**config.mk**
```make
export PLATFORM = sky130hd
export DESIGN_NAME = chacha_loader
export DESIGN_NICKNAME = d
export VERILOG_FILES = /design/src/rtl/chacha_loader_pkg.sv /design/src/rtl/chacha_byte_field.sv /design/src/rtl/chacha_loader.sv
export SDC_FILE = /design/constraint.sdc
export NUM_CORES = 1
export LEC_CHECK = 0
export CAP_MARGIN = 20
export CORE_ASPECT_RATIO = 1.2
export CORE_UTILIZATION = 44
export DETAILED_ROUTE_END_ITERATION = 8
export GPL_TIMING_DRIVEN = 0
export PLACE_DENSITY_LB_ADDON = 0.12
export SETUP_SLACK_MARGIN = 0.1
export SLEW_MARGIN = 20
export SYNTH_ARGS = -nofsm -noshare
export SYNTH_HDL_FRONTEND = slang
export SYNTH_SLANG_ARGS = --single-unit
```
**constraint.sdc**
```tcl
create_clock -name clk -period 1.89 [get_ports clk]
set_input_delay 0.2835 -clock clk [delete_from_list [all_inputs] [get_ports clk]]
set_output_delay 0.2835 -clock clk [all_outputs]
set_load 0.03 [all_outputs]
```
**src/rtl/chacha_loader_pkg.sv**
```systemverilog
// Shared definitions for the ChaCha input loader: field sizes, byte index
// width, loader FSM states and the ChaCha "expand 32-byte k" constant words
// used by the core when it builds its initial state.
package chacha_loader_pkg;

  localparam int KEY_BYTES   = 32;
  localparam int NONCE_BYTES = 12;
  localparam int CTR_BYTES   = 4;
  localparam int IDX_W       = 5;   // byte index, max 31

  localparam logic [31:0] CHACHA_C0 = 32'h6170_7865;
  localparam logic [31:0] CHACHA_C1 = 32'h3320_646e;
  localparam logic [31:0] CHACHA_C2 = 32'h7962_2d32;
  localparam logic [31:0] CHACHA_C3 = 32'h6b20_6574;

  typedef enum logic [1:0] {
    ST_IDLE   = 2'd0,
    ST_LD_KEY = 2'd1,
    ST_LD_NNC = 2'd2,
    ST_LD_CTR = 2'd3
  } ld_state_t;

  // Index of the final byte of an n-byte field.
  function automatic logic [IDX_W-1:0] last_idx(input int n);
    return IDX_W'(n - 1);
  endfunction

endpackage

```
**src/rtl/chacha_byte_field.sv**
```systemverilog
// N-byte little-endian register with a byte-indexed write port, a whole-word
// write port (lower priority) and a valid flag.
//  clk, rst_n        clock, synchronous active-low reset
//  byte_we/byte_idx  write byte_din into byte byte_idx
//  word_we/word_din  overwrite the whole field (used for counter increment)
//  start / done      clear / set the valid flag (start wins)
//  data, vld         field contents and valid flag
module chacha_byte_field
  import chacha_loader_pkg::*;
#(
  parameter int N = 4
) (
  input  logic             clk,
  input  logic             rst_n,
  input  logic             byte_we,
  input  logic [IDX_W-1:0] byte_idx,
  input  logic [7:0]       byte_din,
  input  logic             word_we,
  input  logic [8*N-1:0]   word_din,
  input  logic             start,
  input  logic             done,
  output logic [8*N-1:0]   data,
  output logic             vld
);

  for (genvar b = 0; b < N; b++) begin : g_byte
    always_ff @(posedge clk) begin
      if (!rst_n)
        data[8*b +: 8] <= '0;
      else if (byte_we && byte_idx == IDX_W'(b))
        data[8*b +: 8] <= byte_din;
      else if (word_we)
        data[8*b +: 8] <= word_din[8*b +: 8];
    end
  end

  always_ff @(posedge clk) begin
    if (!rst_n)     vld <= 1'b0;
    else if (start) vld <= 1'b0;
    else if (done)  vld <= 1'b1;
  end

endmodule

```
**src/rtl/chacha_loader.sv**
```systemverilog
// Byte-serial loader for ChaCha key / nonce / block counter.
//  clk, rst_n                 clock, synchronous active-low reset
//  wr_key/wr_nnc/wr_ctr       load strobes; data_in on the strobe cycle is byte 0
//  data_in                    byte bus, one byte per cycle during a load
//  ctr_inc                    advance block counter (mod 2^CW)
//  key, nonce, counter        little-endian fields
//  key_vld/nnc_vld/ctr_vld    per-field complete flags
//  cfg_valid                  all fields valid and no load running
//  busy                       load in progress
//  ctr_wrap                   sticky counter wrap, cleared by counter load
module chacha_loader
  import chacha_loader_pkg::*;
#(
  parameter int KEY_BYTES_P   = KEY_BYTES,
  parameter int NONCE_BYTES_P = NONCE_BYTES,
  parameter int CTR_BYTES_P   = CTR_BYTES
) (
  input  logic                       clk,
  input  logic                       rst_n,
  input  logic                       wr_key,
  input  logic                       wr_nnc,
  input  logic                       wr_ctr,
  input  logic [7:0]                 data_in,
  input  logic                       ctr_inc,
  output logic [8*KEY_BYTES_P-1:0]   key,
  output logic [8*NONCE_BYTES_P-1:0] nonce,
  output logic [8*CTR_BYTES_P-1:0]   counter,
  output logic                       key_vld,
  output logic                       nnc_vld,
  output logic                       ctr_vld,
  output logic                       cfg_valid,
  output logic                       busy,
  output logic                       ctr_wrap
);

  localparam int CW = 8 * CTR_BYTES_P;

  ld_state_t        state;
  logic [IDX_W-1:0] idx;
  logic [IDX_W-1:0] wr_idx;
  logic acc_key, acc_nnc, acc_ctr;
  logic key_last, nnc_last, ctr_last;
  logic ctr_bump;

  // Strobes only count in IDLE; fixed priority key > nonce > counter.
  assign acc_key = (state == ST_IDLE) && wr_key;
  assign acc_nnc = (state == ST_IDLE) && !wr_key && wr_nnc;
  assign acc_ctr = (state == ST_IDLE) && !wr_key && !wr_nnc && wr_ctr;

  assign key_last = (state == ST_LD_KEY) && (idx == last_idx(KEY_BYTES_P));
  assign nnc_last = (state == ST_LD_NNC) && (idx == last_idx(NONCE_BYTES_P));
  assign ctr_last = (state == ST_LD_CTR) && (idx == last_idx(CTR_BYTES_P));

  // Byte 0 lands on the strobe edge, so IDLE always writes index 0.
  assign wr_idx = (state == ST_IDLE) ? '0 : idx;

  // A counter load in progress (or starting) owns the counter register.
  assign ctr_bump = ctr_inc && (state != ST_LD_CTR) && !acc_ctr;

  chacha_byte_field #(.N(KEY_BYTES_P)) u_key (
    .clk, .rst_n,
    .byte_we (acc_key || state == ST_LD_KEY), .byte_idx(wr_idx), .byte_din(data_in),
    .word_we (1'b0), .word_din('0),
    .start   (acc_key), .done(key_last),
    .data    (key), .vld(key_vld)
  );

  chacha_byte_field #(.N(NONCE_BYTES_P)) u_nnc (
    .clk, .rst_n,
    .byte_we (acc_nnc || state == ST_LD_NNC), .byte_idx(wr_idx), .byte_din(data_in),
    .word_we (1'b0), .word_din('0),
    .start   (acc_nnc), .done(nnc_last),
    .data    (nonce), .vld(nnc_vld)
  );

  chacha_byte_field #(.N(CTR_BYTES_P)) u_ctr (
    .clk, .rst_n,
    .byte_we (acc_ctr || state == ST_LD_CTR), .byte_idx(wr_idx), .byte_din(data_in),
    .word_we (ctr_bump), .word_din(counter + CW'(1)),
    .start   (acc_ctr), .done(ctr_last),
    .data    (counter), .vld(ctr_vld)
  );

  always_ff @(posedge clk) begin
    if (!rst_n) begin
      state    <= ST_IDLE;
      idx      <= '0;
      busy     <= 1'b0;
      ctr_wrap <= 1'b0;
    end else begin
      case (state)
        ST_IDLE: begin
          if (acc_key || acc_nnc || acc_ctr) begin
            idx  <= IDX_W'(1);
            busy <= 1'b1;
            if (acc_key)      state <= ST_LD_KEY;
            else if (acc_nnc) state <= ST_LD_NNC;
            else              state <= ST_LD_CTR;
          end
        end
        ST_LD_KEY, ST_LD_NNC, ST_LD_CTR: begin
          if (key_last || nnc_last || ctr_last) begin
            state <= ST_IDLE;
            idx   <= '0;
            busy  <= 1'b0;
          end else begin
            idx <= idx + IDX_W'(1);
          end
        end
        default: state <= ST_IDLE;
      endcase

      if (acc_ctr)
        ctr_wrap <= 1'b0;
      else if (ctr_bump && counter == '1)
        ctr_wrap <= 1'b1;
    end
  end

  // Function of registered flags only.
  assign cfg_valid = key_vld && nnc_vld && ctr_vld && !busy;

endmodule

```
==> metrics, run 1 <==
# setup viols final 61; Mapped Area 15,630 um^2; failing checks negative setup slack; HPWL after detailed placement 40,920 um; Crit Path Class reg -> reg; area occupied by multi-input gates 8620 um^2; Syn Inst Count 1,797; complex-gate fraction of the synthesized area 11.52%; global-route wire length before repair 88,950 um; fin crit share 105.8%; Yosys cell types 73; grt total ovfl 0; fmax 0.5000 GHz; flops & latches, synth 396; Num CTS Buffers 40; vias after detailed routing 16,200; first drt pass iteration count 5; Layout fillers 2,628; Mapped Nets 1,814; Die Y 208.5 um; Final Core Density 72.52%; CP most frequent cell buf_12; layout cells sized above 1 25.74%; max-slew violation count 0; vias in the first global route 14,730; clk_lat worst skew 0.55 ns; routed wire length 63,170 um; Clock Skew 0.01251 ns; syn_area_per_cell 8.697 um^2; switching pwr 5004 uW; Area growth, synth to finish 62.41%; Slew headroom 16.29%; setup slack after layout -0.1101 ns; initial antenna violation count 1; CP top delay family buffers and inverters; multiplexer share of the synthesized area 10.57%; Placer Congestion 0.9124; final instance area 25,380 um^2; Critical Path AT 2.39 ns; sequential area share after synthesis 50.72%; Site Rows 75; Critical Path Fanout Max 8; Clock transition at path regs 0.07 ns; Post-Synth Adder-Cell Area 0.2402%; Storage cell area 7993 um^2; CP required 2.28 ns; Area after DPL 20,380 um^2; share of power burned in combinational logic 12.9%; ys flop type dfxtp_1; CP startpoint kind flop; DRC violations left 0; Worst Setup End Kind flop; switching share of power 25.66%; Flop pwr share 43.6%; maximum VDD drop 0.7257 mV; WL per Instance 21.88 um; CTS tree yes; Tightest Pin Transition 1.256 ns; Initial Utilization 44.65%; outcome finished, violations left; DRT iter0 DRCs 1,416; power share of the clock group 43.5%; Synth warnings 0; core region area 35,000 um^2; Post-CTS Hold Fix Bufs 0; antenna-violating nets left 0; Leak 0.01094 uW; # nets final 2,412; clk root buf clkbuf_16; Simple-Gate Fraction of Synth Area 22.34%; Slowest-stage cell, CP or3b_4; max incr delay on CP 0.38 ns; largest family of logic cells by synthesized area simple AND/OR/NAND/NOR gates; Power Dens Cells 768.2 nW/um^2; clock net sink count 396; Hold Fails Final Rpt 0; # IOs 404; H-Tree Level Count 2; worst path bufs/invs 5; via/cell ratio 5.611; die area 36,280 um^2; # port buffers 398; max_cap viols 0; largest net degree at the start of global routing 16; post-synthesis async set-or-reset flop share 0%; RSZ-0062 raised after global routing yes; clk buf depth 3; Hold Crit Class in -> reg; Post-synth EDFFs 0; worst path cell trace buf_6 -> or3b_4 -> a21oi_4 -> buf_12 -> buf_6 -> buf_12 -> buf_12 -> nand2_8 -> nand2_2 -> a21oi_2; Total GRT Usage 31.61%; xor and xnor fraction of the mapped netlist area 0.2242%; die span in x 174.0 um; Internal Pwr Total 14,500 uW; Final min period 2.000 ns
==> registers in the layout (all words and copies together), names as in the netlist, 2 cells and up <==
register and flops:
idx 5, state 2, u_ctr.data 32, u_key.data 256
u_nnc.data 96
==> cell usage after synthesis (all sizes together) (3+ instances only) <==
| library cell | n | area share [%] |
|---|---|---|
| and3 | 7 | 0.28 |
| and4 | 5 | 0.28 |
| clkbuf | 116 | 2.8 |
| nor2 | 191 | 4.8 |
| buf | 38 | 1.3 |
| inv | 9 | 0.22 |
| o211ai | 3 | 0.14 |
| a21oi | 216 | 6.9 |
| o31ai | 6 | 0.29 |
| a22oi | 8 | 0.38 |
| and2 | 14 | 0.56 |
| nand3 | 186 | 6.0 |
| o211a | 3 | 0.19 |
| dfxtp | 396 | 51 |
| nor2b | 7 | 0.28 |
| nand2 | 258 | 6.2 |
| a31oi | 11 | 0.44 |
| o21a | 4 | 0.19 |
| or4 | 3 | 0.14 |
| a2bb2oi | 4 | 0.22 |
| nor4 | 8 | 0.65 |
| nor3 | 18 | 1.1 |
| a211oi | 3 | 0.14 |
| o21ai | 44 | 1.4 |
| or3 | 11 | 0.50 |
| mux2i | 165 | 11 |
| or2 | 3 | 0.12 |
| nand4 | 12 | 0.52 |
| ha | 3 | 0.24 |
| xnor2 | 3 | 0.17 |
| nand2b | 13 | 0.52 |
==> final timing paths <==
| kind | start | endpoint | slack, ns | depth (start not counted) |
|---|---|---|---|---|
| worst max-delay path | state[1] | u_nnc.data[55] | -0.11 | 10 |
| worst min-delay path | data_in[1] | u_key.data[49] | 0.28 | 3 |
| worst max register to register | state[1] | u_nnc.data[55] | -0.11 | 10 |
| worst min register to register | u_nnc.data[18] | u_nnc.data[18] | 0.45 | 2 |
==> final cells by class <==
cell class / count / share of cell area [%]
clock inverters: 13 / 0.7690
repair buffers: 557 / 22.04
multi-input cells: 1238 / 33.96
diodes: 1 / 0.009859
plain buffers: 152 / 4.614
clock buffers: 58 / 4.698
flip-flops and latches: 396 / 31.49
inverters: 10 / 0.1479
well taps: 462 / 2.277
==> metal layers <==
| layer | global-route usage (%) | vias to the layer above | wire length [um] |
|---|---|---|---|
| li1 | - | 7388 | - |
| met3 | 7.529 | 192 | 5253 |
| met4 | 14.10 | 0 | 2961 |
| met1 | 37.27 | 7833 | 24020 |
| met5 | 0 | - | 0 |
| met2 | 54.25 | 786 | 30940 |
==> worst min-delay path: stages <==
cell	delay, ns
clkbuf_1	0.28
nand3_1	0.15
a21oi_1	0.06
==> power by group through the flow <==
| stage | sequential [uW] | combinational (uW) | clock, uW |
|---|---|---|---|
| 6_report | 8500 | 2510 | 8490 |
| 5_1_grt | 8500 | 2590 | 8850 |
| 4_1_cts | 8490 | 2000 | 8480 |
| 3_5_place_dp | 8680 | 1480 | 0 |
| 3_3_place_gp | 8670 | 1470 | 0 |
| 2_1_floorplan | 8800 | 782 | 0 |
==> cell families (layout without fill, tap and decap cells) <==
family	count (synthesis)	count (layout)
AND/OR/NAND/NOR	743	744
flip-flops	396	396
AO/OA/AOI/OAI	322	322
multiplexers	165	165
buffers and inverters	164	790
XOR/XNOR	4	4
adder cells (fa/ha/maj)	3	3
other	0	1
==> cells in the final DEF, fill, tap and decap left out, drive strengths merged, types with 9 or more instances in the layout <==
master         count
dfxtp            396
dlygate4sd2      269
nand2            258
a21oi            216
buf              216
nor2             191
nand3            187
mux2i            165
clkbuf           154
clkdlybuf4s50     74
dlymetal6s2s      51
o21ai             44
nor3              18
and2              14
nand2b            13
nand4             12
a31oi             11
or3               11
inv                9
==> stage by stage <==
| stage | power (uW) | TNS [ns] | setup slack [ns] | hold slack, ns | instances |
|---|---|---|---|---|---|
| final | 19500 | -2.828 | -0.1101 | 0.2757 | 2887 |
| after global routing | 19940 | -9.400 | -0.1845 | 0.2732 | 2886 |
| after CTS | 18980 | -0.2096 | -0.09827 | 0.2442 | 2833 |
| after detailed placement | 10160 | -204.33 | -0.8965 | 0.4470 | 2657 |
| after global placement | 10140 | -195.44 | -0.8722 | 0.4421 | 2657 |
| after floorplan | 9581 | -0.2294 | -0.1378 | 0.3805 | 1797 |
==> what timing repair did <==
action / CTS / global route
pin swaps: 73 / 174
gates resized for setup: 551 / 416
endpoints found under the setup margin: 778 / 504
gates cloned: 3 / 9
buffers inserted: 102 / 47
Power figures use the tool's default switching activity.
==> run 2, diff against run 1 <==
Settings changed: SLEW_MARGIN 20 to 25.
==> run 2 against run 1 <==
The flow still finishes with violations (negative setup slack). Worst hold slack about the same. Global-route usage stayed put. Setup slack gained 0.0062 ns. Maximum frequency rose by 0.31%. Wire length fell by 0.31%. Cell area about the same. Clock-buffer cell count is the same. Utilization fell by 0.054 points. Largest power group unchanged. Non-clock buffer count unchanged. Sequential power barely moved. Via count rose by 0.36%. Flip-flop and latch count is the same.
==> metrics, run 2 (same netlist as run 1, synthesis figures left out) <==
DRT iter0 DRCs 1,368 (-3.4%); Area growth, synth to finish 62.29% (about the same); layout cells sized above 1 25.66% (-0.083 points); Hold Fails Final Rpt 0 (unchanged); Num CTS Buffers 40 (unchanged); Worst R2R Path Depth 10 (unchanged); max reg flops 256 (unchanged); CP top delay family buffers and inverters; global-route wire length before repair 88,950 um (unchanged); vias in the first global route 14,730 (unchanged); area occupied by multi-input gates 8607 um^2 (-0.15%); initial antenna violation count 1 (unchanged); Layout fillers 2,632 (+0.15%); Hold Crit Class in -> reg; Critical Path Fanout Max 8 (unchanged); RSZ-0062 raised after global routing yes; Most flops, register u_key.data; max incr delay on CP 0.38 ns (about the same); dpl cells 2,657 (unchanged); commonest non-fill, non-tap cell in the layout dfxtp_1; Critical Path AT 2.38 ns (about the same); Clock transition at path regs 0.07 ns (about the same); fin crit share 105.5% (-0.33 points); antenna-violating nets left 0 (unchanged); Top Registers u_key.data: 256 flops, u_nnc.data: 96 flops, u_ctr.data: 32 flops; # port buffers 398 (unchanged); CTS tree yes; CP startpoint kind flop; Final min period 1.994 ns (-0.006153 ns); # setup viols final 55 (-9.8%); grt total ovfl 0 (unchanged); Crit Path Class reg -> reg; hold path depth 3 (unchanged); Slowest-stage cell, CP or3b_4; hold-critical path endpoint u_key.data[49]; core region area 35,000 um^2 (unchanged); vias after detailed routing 16,260 (+0.36%); H-Tree Level Count 2 (unchanged); RR Startpoint state[1]; Die Y 208.5 um (unchanged); Leak 0.01090 uW (-0.34%); Post-CTS Hold Fix Bufs 0 (unchanged); fmax 0.5015 GHz (+0.31%); clk buf depth 3 (unchanged); clock net sink count 396 (unchanged); Placer Congestion 0.9124 (unchanged); largest net degree at the start of global routing 16 (unchanged); # IOs 404 (unchanged); # nets final 2,412 (unchanged); post-route setup TNS -2.745 ns (+0.08315 ns); Post-Layout Cell Count 2,887 (unchanged); routed wire length 62,970 um (-0.31%); Tightest Pin Transition 1.133 ns (-0.1228 ns); most frequent cells in the layout dfxtp_1, dlygate4sd2_1, nand2_1; Power Dens Cells 768.5 nW/um^2 (about the same); max_cap viols 0 (unchanged); first drt pass iteration count 5 (unchanged); worst path cell trace buf_6 -> or3b_4 -> a21oi_4 -> buf_12 -> buf_6 -> buf_12 -> buf_12 -> nand2_8 -> nand2_2 -> a21oi_2; Worst Setup End Kind flop; WL per Instance 21.81 um (-0.31%); CP required 2.28 ns (about the same); maximum VDD drop 0.7259 mV (about the same); clk root buf clkbuf_16; Clock Skew 0.009676 ns (-0.002832 ns); HPWL after detailed placement 40,920 um (unchanged); Storage cell area 7993 um^2 (unchanged); capturing point of the worst reg2reg path u_nnc.data[55]; Hold Slack 0.2761 ns (+0.0004270 ns); clk_lat worst skew 0.54 ns (about the same); DRC violations left 0 (unchanged); outcome finished, violations left; die span in x 174.0 um (unchanged); Total GRT Usage 31.61% (unchanged); via/cell ratio 5.631 (+0.36%); worst path bufs/invs 5 (unchanged); die area 36,280 um^2 (unchanged); hold_sp data_in[1]; Slew headroom 24.48% (+8.2 points); failing checks negative setup slack; Initial Utilization 44.65% (unchanged); Site Rows 75 (unchanged); max-slew violation count 0 (unchanged); setup slack after layout -0.1039 ns (+0.006153 ns); R2R setup slack -0.10 ns (about the same); CP most frequent cell buf_12
run 2: how the worst max path moves through the flow:
stage	from	end	slack (ns)	depth (start not counted)
2_1_floorplan	u_ctr.data[9]	u_ctr.data[29]	-0.14	6
3_3_place_gp	wr_key	u_nnc.data[55]	-0.87	7
3_5_place_dp	wr_key	u_nnc.data[35]	-0.90	7
4_1_cts	u_ctr.data[15]	u_ctr.data[29]	-0.1	6
5_1_grt	state[0]	u_ctr.data[8]	-0.18	9
6_report	state[1]	u_nnc.data[55]	-0.10	10
run 2: per-stage QoR:
step                area, um^2  util [%]  setup slack, ns  total power, uW
global placement         20380     58.22          -0.8722            10140
floorplan                15820         -          -0.1378             9581
global route             25360     72.46          -0.1841            19940
finish                   25360     72.46          -0.1039            19490
detailed placement       20380     58.22          -0.8965            10160
CTS                      23380     66.80         -0.09827            18980
run 2: layout make-up:
cell class / count / area share (%)
Inverter: 10 / 0.1480
Clock buffer: 58 / 4.701
Timing Repair Buffer: 557 / 22.03
Tap cell: 462 / 2.279
Buffer: 152 / 4.622
Multi-Input combinational cell: 1238 / 33.93
Clock inverter: 13 / 0.7695
Sequential cell: 396 / 31.51
Antenna cell: 1 / 0.009866
run 2: timing repair:
| item | CTS | global route |
|---|---|---|
| endpoints found under the setup margin | 778 | 504 |
| gates cloned | 3 | 9 |
| pin swaps | 73 | 172 |
| setup buffers | 102 | 47 |
| gates resized for setup | 551 | 409 |
run 2: worst register-to-register path: cells and delay by family (launching register included):
family	cells	cell delay, ns
buffers and inverters	5	0.62
and+or+nand+nor	3	0.56
DFF	1	0.37
AOI/OAI and AO/OA	2	0.28
run 2: power breakdown:
| part | internal [uW] | switching (uW) | leakage [uW] |
|---|---|---|---|
| sequential | 8420 | 79.8 | 0.00321 |
| clock | 5070 | 3410 | 0.000678 |
| combinational | 1000 | 1510 | 0.00702 |
| total | 14500 | 5000 | 0.0109 |
run 2: per-layer routing:
metal | global-route usage [%] | vias to the layer above | part of all wire, %
met2 | 54.25 | 787 | 49
met5 | 0 | - | 0
met4 | 14.10 | 0 | 4.5
met3 | 7.529 | 178 | 8.2
met1 | 37.27 | 7898 | 38
li1 | - | 7394 | -
==> patch: new RTL, settings of run 1 <==
Put a register stage on the output `counter`. The value now appears one clock later. The other outputs are not delayed to match.
--- a/src/rtl/chacha_loader.sv
+++ b/src/rtl/chacha_loader.sv
@@ -36,2 +36,4 @@
   localparam int CW = 8 * CTR_BYTES_P;
+
+  logic [8*CTR_BYTES_P-1:0] counter_d;
 
@@ -78,5 +80,5 @@
     .byte_we (acc_ctr || state == ST_LD_CTR), .byte_idx(wr_idx), .byte_din(data_in),
-    .word_we (ctr_bump), .word_din(counter + CW'(1)),
+    .word_we (ctr_bump), .word_din(counter_d + CW'(1)),
     .start   (acc_ctr), .done(ctr_last),
-    .data    (counter), .vld(ctr_vld)
+    .data    (counter_d), .vld(ctr_vld)
   );
@@ -114,3 +116,3 @@
         ctr_wrap <= 1'b0;
-      else if (ctr_bump && counter == '1)
+      else if (ctr_bump && counter_d == '1)
         ctr_wrap <= 1'b1;
@@ -122,2 +124,6 @@
 
+  always_ff @(posedge clk) begin
+    counter <= counter_d;
+  end
+
 endmodule
Behaviour: not the same (Yosys sat finds a counterexample within 4 cycles, from zero or initial values and one cycle with rst_n low).
==> patch against run 1 <==
- the flow still finishes with violations (negative setup slack)
- utilization shrank 5.9 points
- die area up 3.0%
- total power up 0.66%
- highest routed layer unchanged
- final cell count down 5.2%
- wire length decreased by 5.3%
- count of clock-buffer cells in the layout increased by 4
- critical endpoint is now u_ctr.data[2]$_SDFFE_PN0P_
- first-iteration DRC count shrank 22%
- sequential cell count grew 32
- clock skew increased by 0.011 ns
- final area is 5.7% lower
- setup slack got worse by 0.058 ns
- synthesized area up 3.0%
==> patch: results (changes against run 1) <==
stage,metric,value,unit,change
layout,antennaDiodeCount,0,,-1
synthesis,synth_commonest_cells,"dfxtp_1, nor2_1, mux2i_1, nand2_1, nand3_1",,
pwr,peak_supply_drop,0.573,mV,-21%
synthesis,synth_fp_nets,1705,,-6.0%
clocking,ctsHoldBuffers,0,,unchanged
synthesis,ys_types,66,,-9.6%
hold_path,hp-start,rst_n,,
outcome,run_status,"complete, but fails checks",,
global_routing,grt_pass1_vias,14000,,-5.2%
pwr,power.share.switching,0.258,,+0.000981
worst_setup_path,criticalPathCategory,flop to flop,,
timing,finalSetupViolCount,34,,-44%
worst_setup_path,cpMaxStageDelayCell,dfxtp_4,,
clocking,clk-insertion-delay-late,0.56,ns,
pwr,power.clock.fraction,0.422,,-0.013
synthesis,yosys_warnings,0,,unchanged
layout,top_regs,"u_key.data (256), u_nnc.data (96)",,
clocking,cts_root_buffer,clkbuf_16,,
global_routing,track_usage,0.299,,-0.0167
route,routed-via-count,14900,,-7.9%
worst_setup_path,cpPeakStageDelay,0.37,ns,
timing,hold_violations,0,,unchanged
layout,final_nets,2254,,-6.6%
outcome,violated_checks,negative setup slack,,
run,timing.max_cap.violations,0,,unchanged
timing,timing.final.ws_setup,-0.168,ns,-0.0584 ns
route,drt_wl_total,59.9,mm,-5.3%
clocking,ctsHtreeMaxLevel,2,,unchanged
route,detail_route.first_pass.iterations,5,,unchanged
pwr,static-leakage-power,0.0116,uW,+5.6%
place,dp_worst_setup_slack,-0.963,ns,-0.0666 ns
worst_setup_path,timing.critical_path.arrival,2.54,ns,+0.15 ns
place,dp.final_hpwl,40.1,mm,-2.0%
global_routing,grt_start_max_net_pins,17,,+1
route,dr.first_iter.drc_count,1109,,-22%
clocking,cts_buf_count,43,,+7.5%
clocking,clkTransAtPathRegs,0.07,ns,about the same
layout,layout_cell_share_with_drive_strength_beyond_1,0.178,,-0.0799
timing,fin_worst_skew,0.0235,ns,+0.0110 ns
timing,transition_time_at_the_pin_with_the_least_slew_margin,1.15,ns,-0.108 ns
worst_setup_path,crit_fanout,7,,-1
clocking,clk_path_buf_depth,3,,unchanged
worst_setup_path,path_delay_family,compound AO/OA/AOI/OAI gates,,
layout,largest_register,u_key.data,,
global_routing,first_pass_grt_wire_length,84.4,mm,-5.2%
hold_path,hold_class,input pin to flop,,
global_routing,antenna_violations_before_repair,1,,unchanged
synthesis,synth-async-reset-ratio,0,,unchanged
synthesis,synth_seq_area_share,0.532,,+0.0250
place,io_buffer_count,394,,-1.0%
worst_setup_path,reg2reg_launch_point,state[1]$_SDFFE_PN0P_,,
synthesis,synth_area_leaders,"dfxtp_1, mux2i_1, nor2_1",,
place,routabilityCongestion,0.919,,+0.70%
patch: changes by cell type after synthesis, sizes merged, moves of 8 or more:
cell / before / now
a21oi: 216 / 110
and3: 7 / 16
clkbuf: 116 / 91
dfxtp: 396 / 428
mux2i: 165 / 250
nand2: 258 / 137
nand3: 186 / 123
nand4: 12 / 21
nor2: 191 / 281
o21ai: 44 / 52
patch: final cells by class:
| cell class | count | area (sq um) |
|---|---|---|
| Buffer | 131 | 842 |
| Clock buffer | 62 | 1260 |
| Fill cell | 2963 | 12000 |
| Timing Repair Buffer | 505 | 4780 |
| Clock inverter | 16 | 109 |
| Sequential cell | 428 | 8600 |
| Multi-Input combinational cell | 1123 | 7740 |
| Tap cell | 468 | 586 |
| Inverter | 5 | 18.8 |
patch: cells by family (layout without fill, tap and decap cells):
kind of cell	Yosys count	count (layout)	share of synthesized area
and+or+nand+nor	649	649	0.194
DFF	428	428	0.532
muxes	251	251	0.156
AOI/OAI and AO/OA	211	211	0.0749
buffers and inverters	137	719	0.0358
xor gates and xnor gates	9	9	0.00490
adders and majority gates	3	3	0.00233
patch: per-layer routing:
metal	vias to the layer above	GRT usage	routed length, um
met5	-	0	0
met4	0	0.146	3270
met3	171	0.0726	4760
met2	682	0.522	29800
met1	7176	0.340	22100
li1	6898	-	-
patch: repair_timing:
action,4_1_cts,5_1_grt
buffers inserted,67,41
endpoints found under the hold margin,0,0
endpoints found under the setup margin,780,370
gates resized for setup,552,187
cloned,2,1
pin swaps,49,104
patch: stage by stage:
step	cell area, sq um	hold WS (ns)	power, uW	instances	TNS, ns
final	23900	0.320	19600	2738	-1.05
after global routing	23900	0.334	20100	2738	-3.01
after CTS	23000	0.275	19400	2696	0
after detailed placement	20600	0.372	10900	2550	-121.84
after global placement	20600	0.381	10900	2550	-117.43
after floorplan	16100	0.351	10300	1688	0
patch: tightest hold or removal path: stages:
cell	delay (ns)
clkbuf_1	0.23
nand2_1	0.22
o21ai_0	0.09
patch: path summary, 6_finish.rpt:
kind / slack [ns] / end / cells past startpoint
setup / recovery: -0.17 / u_ctr.data[2]$_SDFFE_PN0P_ / 10
hold / removal: 0.32 / u_nnc.data[17]$_SDFFE_PN0P_ / 3
setup reg to reg: -0.17 / u_ctr.data[2]$_SDFFE_PN0P_ / 10
hold reg to reg: 0.39 / counter[15]$_DFF_P_ / 0
patch: power groups by stage:
| stage | combinational, uW | clock [uW] | sequential [uW] |
|---|---|---|---|
| 2_1_floorplan | 747 | 0 | 9570 |
| 3_3_place_gp | 1470 | 0 | 9410 |
| 3_5_place_dp | 1480 | 0 | 9420 |
| 4_1_cts | 1820 | 8350 | 9220 |
| 5_1_grt | 2190 | 8700 | 9240 |
| 6_report | 2110 | 8280 | 9230 |
